## config.mk

```make
export PLATFORM = sky130hd
export DESIGN_NAME = otter_mem_arbiter
export DESIGN_NICKNAME = d
export VERILOG_FILES = /design/src/rtl/otter_mem_arbiter.sv
export SDC_FILE = /design/constraint.sdc
export NUM_CORES = 1
export LEC_CHECK = 0
export CORE_ASPECT_RATIO = 1.2
export CORE_UTILIZATION = 40
export CTS_CLUSTER_SIZE = 8
export DETAILED_ROUTE_END_ITERATION = 10
export HOLD_SLACK_MARGIN = 0.06
export PLACE_DENSITY = 0.74
export SLEW_MARGIN = 20
export SYNTH_ARGS = -nofsm -noshare
export SYNTH_HDL_FRONTEND = slang
export SYNTH_SLANG_ARGS = --single-unit
```

## constraint.sdc

```tcl
create_clock -name CLK -period 2.1 [get_ports CLK]
set_input_delay 0.42 -clock CLK [delete_from_list [all_inputs] [get_ports CLK]]
set_output_delay 0.42 -clock CLK [all_outputs]
set_load 0.01 [all_outputs]
```

## src/rtl/otter_mem_arbiter.sv

```systemverilog
// otter_mem_arbiter
//
// Shares one variable-latency memory port between the OTTER instruction-fetch
// requester (IF_*) and the data-memory requester (DM_*). One transaction is in
// flight at a time: the winner's attributes are registered onto M_*, the
// M_REQ/M_ACK handshake runs, and the owner's VALID pulses for one cycle while
// the FSM sits in RESP. The data side wins contested grants until STARVE_LIMIT
// consecutive contested DM grants have occurred, after which fetch wins once.
//
// Optional feature: define OTTER_ARB_TIMEOUT_EN to enable a watchdog that aborts
// a transaction after TIMEOUT_CYCLES busy cycles without M_ACK, returns a NOP
// (fetch) or zero (data), and sets the sticky ARB_ERR flag. Without the macro
// the busy states wait indefinitely and ARB_ERR is tied low.
//
// Ports:
//   CLK, RST_N                      clock (rising edge), async active-low reset
//   IF_REQ, IF_ADDR                 fetch request / word address
//   IF_RDATA, IF_VALID, IF_STALL    fetched instruction, completion pulse, stall
//   DM_REQ, DM_WE, DM_ADDR,
//   DM_WDATA, DM_BE                 data request and attributes
//   DM_RDATA, DM_VALID, DM_STALL    load data, completion pulse, stall
//   M_REQ, M_WE, M_ADDR, M_WDATA,
//   M_BE                            registered memory request
//   M_ACK, M_RDATA                  memory completion and read data
//   ARB_ERR                         sticky watchdog timeout flag
module otter_mem_arbiter #(
    parameter int unsigned STARVE_LIMIT   = 4,
    parameter int unsigned TIMEOUT_CYCLES = 255
) (
    input  logic        CLK,
    input  logic        RST_N,

    input  logic        IF_REQ,
    input  logic [31:0] IF_ADDR,
    output logic [31:0] IF_RDATA,
    output logic        IF_VALID,
    output logic        IF_STALL,

    input  logic        DM_REQ,
    input  logic        DM_WE,
    input  logic [31:0] DM_ADDR,
    input  logic [31:0] DM_WDATA,
    input  logic [3:0]  DM_BE,
    output logic [31:0] DM_RDATA,
    output logic        DM_VALID,
    output logic        DM_STALL,

    output logic        M_REQ,
    output logic        M_WE,
    output logic [31:0] M_ADDR,
    output logic [31:0] M_WDATA,
    output logic [3:0]  M_BE,
    input  logic        M_ACK,
    input  logic [31:0] M_RDATA,

    output logic        ARB_ERR
);

    typedef enum logic [1:0] {
        StIdle,
        StIfBusy,
        StDmBusy,
        StResp
    } state_e;

    localparam logic [3:0] StarveMax = 4'(STARVE_LIMIT);

    state_e     state_q;
    logic [3:0] streak_q;  // consecutive contested DM grants
    logic       grant_dm;

`ifdef OTTER_ARB_TIMEOUT_EN
    localparam int unsigned WdW = ($clog2(TIMEOUT_CYCLES + 1) > 8) ?
                                  $clog2(TIMEOUT_CYCLES + 1) : 8;
    localparam logic [WdW-1:0] WdLast = WdW'(TIMEOUT_CYCLES - 1);

    logic [WdW-1:0] wd_q;
    logic           arb_err_q;

    assign ARB_ERR = arb_err_q;
`else
    logic unused_timeout;

    assign unused_timeout = ^TIMEOUT_CYCLES;
    assign ARB_ERR        = 1'b0;
`endif

    // Data wins unless fetch is also waiting and has been passed over too often.
    assign grant_dm = DM_REQ && (!IF_REQ || (streak_q != StarveMax));

    assign IF_STALL = IF_REQ & ~IF_VALID;
    assign DM_STALL = DM_REQ & ~DM_VALID;

    always_ff @(posedge CLK or negedge RST_N) begin
        if (!RST_N) begin
            state_q   <= StIdle;
            streak_q  <= '0;
            M_REQ     <= 1'b0;
            M_WE      <= 1'b0;
            M_ADDR    <= '0;
            M_WDATA   <= '0;
            M_BE      <= '0;
            IF_RDATA  <= '0;
            DM_RDATA  <= '0;
            IF_VALID  <= 1'b0;
            DM_VALID  <= 1'b0;
`ifdef OTTER_ARB_TIMEOUT_EN
            wd_q      <= '0;
            arb_err_q <= 1'b0;
`endif
        end else begin
            IF_VALID <= 1'b0;
            DM_VALID <= 1'b0;

            unique case (state_q)
                StIdle: begin
`ifdef OTTER_ARB_TIMEOUT_EN
                    wd_q <= '0;
`endif
                    if (grant_dm) begin
                        M_REQ   <= 1'b1;
                        M_WE    <= DM_WE;
                        M_ADDR  <= DM_ADDR;
                        M_WDATA <= DM_WDATA;
                        M_BE    <= DM_BE;
                        state_q <= StDmBusy;
                        // Only contested grants count toward starvation.
                        if (IF_REQ && (streak_q != StarveMax)) begin
                            streak_q <= streak_q + 4'd1;
                        end
                    end else if (IF_REQ) begin
                        M_REQ    <= 1'b1;
                        M_WE     <= 1'b0;
                        M_ADDR   <= IF_ADDR;
                        M_WDATA  <= '0;
                        M_BE     <= 4'hF;
                        streak_q <= '0;
                        state_q  <= StIfBusy;
                    end
                end

                StIfBusy, StDmBusy: begin
                    if (M_ACK) begin
                        M_REQ   <= 1'b0;
                        state_q <= StResp;
                        if (state_q == StIfBusy) begin
                            IF_RDATA <= M_RDATA;
                            IF_VALID <= 1'b1;
                        end else begin
                            // Stores keep the last load value.
                            if (!M_WE) begin
                                DM_RDATA <= M_RDATA;
                            end
                            DM_VALID <= 1'b1;
                        end
                    end
`ifdef OTTER_ARB_TIMEOUT_EN
                    else if (wd_q == WdLast) begin
                        // Abort: complete the owner with a harmless value.
                        M_REQ     <= 1'b0;
                        state_q   <= StResp;
                        arb_err_q <= 1'b1;
                        if (state_q == StIfBusy) begin
                            IF_RDATA <= 32'h0000_0013;
                            IF_VALID <= 1'b1;
                        end else begin
                            DM_RDATA <= 32'h0000_0000;
                            DM_VALID <= 1'b1;
                        end
                    end else begin
                        wd_q <= wd_q + 1'b1;
                    end
`endif
                end

                // VALID is high during this cycle; no arbitration here.
                StResp: begin
                    state_q <= StIdle;
                end

                default: begin
                    state_q <= StIdle;
                end
            endcase
        end
    end

endmodule
```

==> results.py <==
metrics = {
    "global_routing": {
        "overflow": 0,
        "grt_usage_pct": 22.6,
        "grt_max_degree": 50,
        "grt_antenna_before_repair": 0,
        "grt_first_pass_wirelength_um": 27900,
        "grt_pass1_vias": 5584,
    },
    "power_and_ir_drop": {
        "p_leak_nw": 4.11,
        "clkPwrFrac_pct": 20.0,
        "pwr-share-comb_pct": 46.7,
        "p_switching_w": 0.00482,
        "total_power_w": 0.0146,
        "power.internal_w": 0.00976,
        "ir_drop_v": 0.000688,
        "seqPwrFrac_pct": 33.3,
        "power_density_nw_per_um2": 1500,
        "p_sw_share_pct": 33.1,
    },
    "routing": {
        "ant_nets": 0,
        "wirelength_um": 17100,
        "wire_per_inst_um": 16.7,
        "num_vias": 5221,
        "dr.pass1.iters": 6,
        "drt_iter0_markers": 232,
        "drc": 0,
        "vias_per_cell": 5.08,
    },
    "synthesis": {
        "synth_cell_type_count": 34,
        "ys_top_cells_by_area": "dfrtp_1 58%, mux2_2 12%, nand2_1 8.3%",
        "avgSynthCellArea_um2": 11.4,
        "ys_ff_latch": 142,
        "syn_nets": 683,
        "ys_async_sr_fraction_pct": 100,
        "yosys.area.top_type": "dfrtp_1",
        "syn_inst": 540,
        "ys_seq_area_share_pct": 57.5,
        "synth_edf_count": 0,
        "ys.flop_type": "dfrtp_1",
        "yosysWarnings": 0,
        "netlist_area_um2": 6170,
        "synth_top_area_share_pct": 57.5,
    },
    "timing": {
        "period_needed_ns": 2.03,
        "finalCritPeriodShare_pct": 96.9,
        "setup_viol": 0,
        "finalMaxSlewViolations": 0,
        "final_hold_viol_count": 0,
        "clock.fmax_ghz": 0.492,
        "finalSetupTns_ns": 0,
        "grt_setup_unrepaired": "false",
        "fin_skew_ns": 0.00569,
    },
    "critical_path": {
        "r2r-start": "state_q[0]",
        "required_ns": 1.68,
        "arrival_ns": 1.61,
        "r2r_setup_slack_ns": 0.37,
        "cp_max_fo": 2,
        "critPathLaunchType": "input port",
        "crit_path_end_kind": "primary output",
        "critPathLaunch": "DM_REQ",
        "rr_worst_depth": 7,
        "crit_end": "DM_STALL",
        "timing.rr.end": "M_ADDR[16]",
        "worstSetupPathType": "in2out",
    },
    "cells_and_area": {
        "regArea_um2": 3550,
        "layout-drive-gt1-share_pct": 17.5,
        "antenna_cells": 0,
        "fillers": 1190,
        "final_cells": 1028,
        "finish.utilization_pct": 64.9,
        "area_growth_pct": 57.9,
        "final_cell_area_um2": 9750,
        "fin_nets": 955,
        "multi_input_area_um2": 2330,
    },
    "placement": {
        "dp.cells": 996,
        "dp_hpwl_um": 12300,
        "gp_congestion": 0.771,
        "placed_area_um2": 9170,
        "io_buffers": 275,
    },
    "run": {
        "max-cap-violations": 0,
    },
    "cts": {
        "clk_latency_ns": 0.41,
        "cts_buffers": 17,
        "cts.clk_slew.worst_paths_ns": 0.06,
        "cts_htree_levels": 4,
        "cts.path.max_buffers": 2,
        "cts_root_buf": "clkbuf_16",
        "postCtsSetupRepairBufs": 0,
        "cts_tree": "built",
        "cts.sinks": 142,
    },
    "die": {
        "start_util_pct": 41.1,
        "rows": 49,
        "die_w_um": 115,
        "dieArea_um2": 15900,
        "ioPinCount": 277,
        "die_h_um": 138,
        "fp.coreArea_um2": 15000,
    },
    "status": {
        "status": "complete, no violations",
    },
    "min_path": {
        "min_path_type": "reg2reg",
    },
}
-- cell type report --
cell class / instances / area share, %
flip-flops and latches: 142 / 36.4
repair buffers: 295 / 30.8
multi-input cells: 349 / 23.9
clock buffers: 21 / 4.72
well taps: 204 / 2.62
clock inverters: 10 / 1.17
inverters: 7 / 0.270
-- timing repair --
action / in CTS / in global routing
hold endpoints to repair: 40 / 0
resized for setup: 1 / 0
setup endpoints to repair: 1 / 0
hold buffers: 1 / 0
-- power groups by stage --
stage / Combinational [W] / Sequential, W / Clock (W)
floorplan: 0.00256 / 0.00545 / 0
global placement: 0.00667 / 0.00483 / 0
detailed placement: 0.00688 / 0.00489 / 0
CTS: 0.00689 / 0.00487 / 0.00298
global route: 0.00734 / 0.00503 / 0.00310
finish: 0.00681 / 0.00486 / 0.00291
-- synthesized netlist by cell type (2+ instances only) --
master    instances
a21oi_1           6
o21ai_0          36
nand4_1          34
buf_4             6
inv_1             7
mux2i_1           2
dfrtp_1         142
nand2b_1          2
nand3b_1          2
o211ai_1          6
clkbuf_2          3
mux2_2           64
buf_2             9
nand3_1           2
nand2_1         137
clkbuf_1         15
nor2b_1           3
ha_1              5
nor2_1           10
buf_6             9
a311oi_1          2
o211ai_2         26
-- flip-flops by register name, indices dropped and copies added, names as in the netlist, 2 cells and up --
register  count
streak_q      4
DM_RDATA     32
IF_RDATA     32
state_q       2
M_BE          4
M_ADDR       32
M_WDATA      32
-- cells in the final DEF (no fill, tap or decap), drive strengths merged, types with 6 or more instances in the layout --
cell type,instances
nor2,10
clkbuf,21
o211ai,32
buf,20
dfrtp,142
nand2,137
a21oi,6
inv,8
mux2,64
o21ai,38
nand4,34
clkdlybuf4s50,273
-- worst min path at each step --
stage                         endpoint        start  slack [ns]  cells after the start
after CTS                  M_WDATA[21]  M_WDATA[21]        0.48                      2
after global routing       M_WDATA[21]  M_WDATA[21]        0.50                      2
after global placement    DM_RDATA[11]        RST_N        0.37                      1
final                       M_WDATA[6]   M_WDATA[6]        0.48                      2
after floorplan            DM_RDATA[0]        RST_N        0.12                      0
after detailed placement  DM_RDATA[12]        RST_N        0.38                      1
-- logic make-up after synthesis --
logic type	Yosys count	synth area share, %
compound gates	82	10.5
fa+ha+maj	5	1.01
buf+inv	49	4.68
flops	142	57.5
mux	66	12.0
other cells	1	0.0607
simple gates	195	14.2
-- critical path: stages --
cell and delay, ns:
clkdlybuf4s50_1 0.50, nor2b_1 0.15, clkdlybuf4s50_1 0.54
-- per-stage QoR --
| step | hold WS (ns) | setup WS (ns) |
|---|---|---|
| 2_1_floorplan | 0.124 | 0.589 |
| 3_3_place_gp | 0.369 | -0.00780 |
| 6_report | 0.475 | 0.0655 |
| 4_1_cts | 0.482 | 0.0731 |
| 3_5_place_dp | 0.380 | -0.0114 |
| 5_1_grt | 0.503 | 0.0385 |
-- metal layers --
layer	global-route usage, %	vias up	routed length [um]
met3	7.10	34	1300
met5	0	-	0
met1	24.2	2558	6490
met4	10.1	0	471
li1	-	2418	-
met2	39.9	211	8880
(Power assumes the default switching activity.)
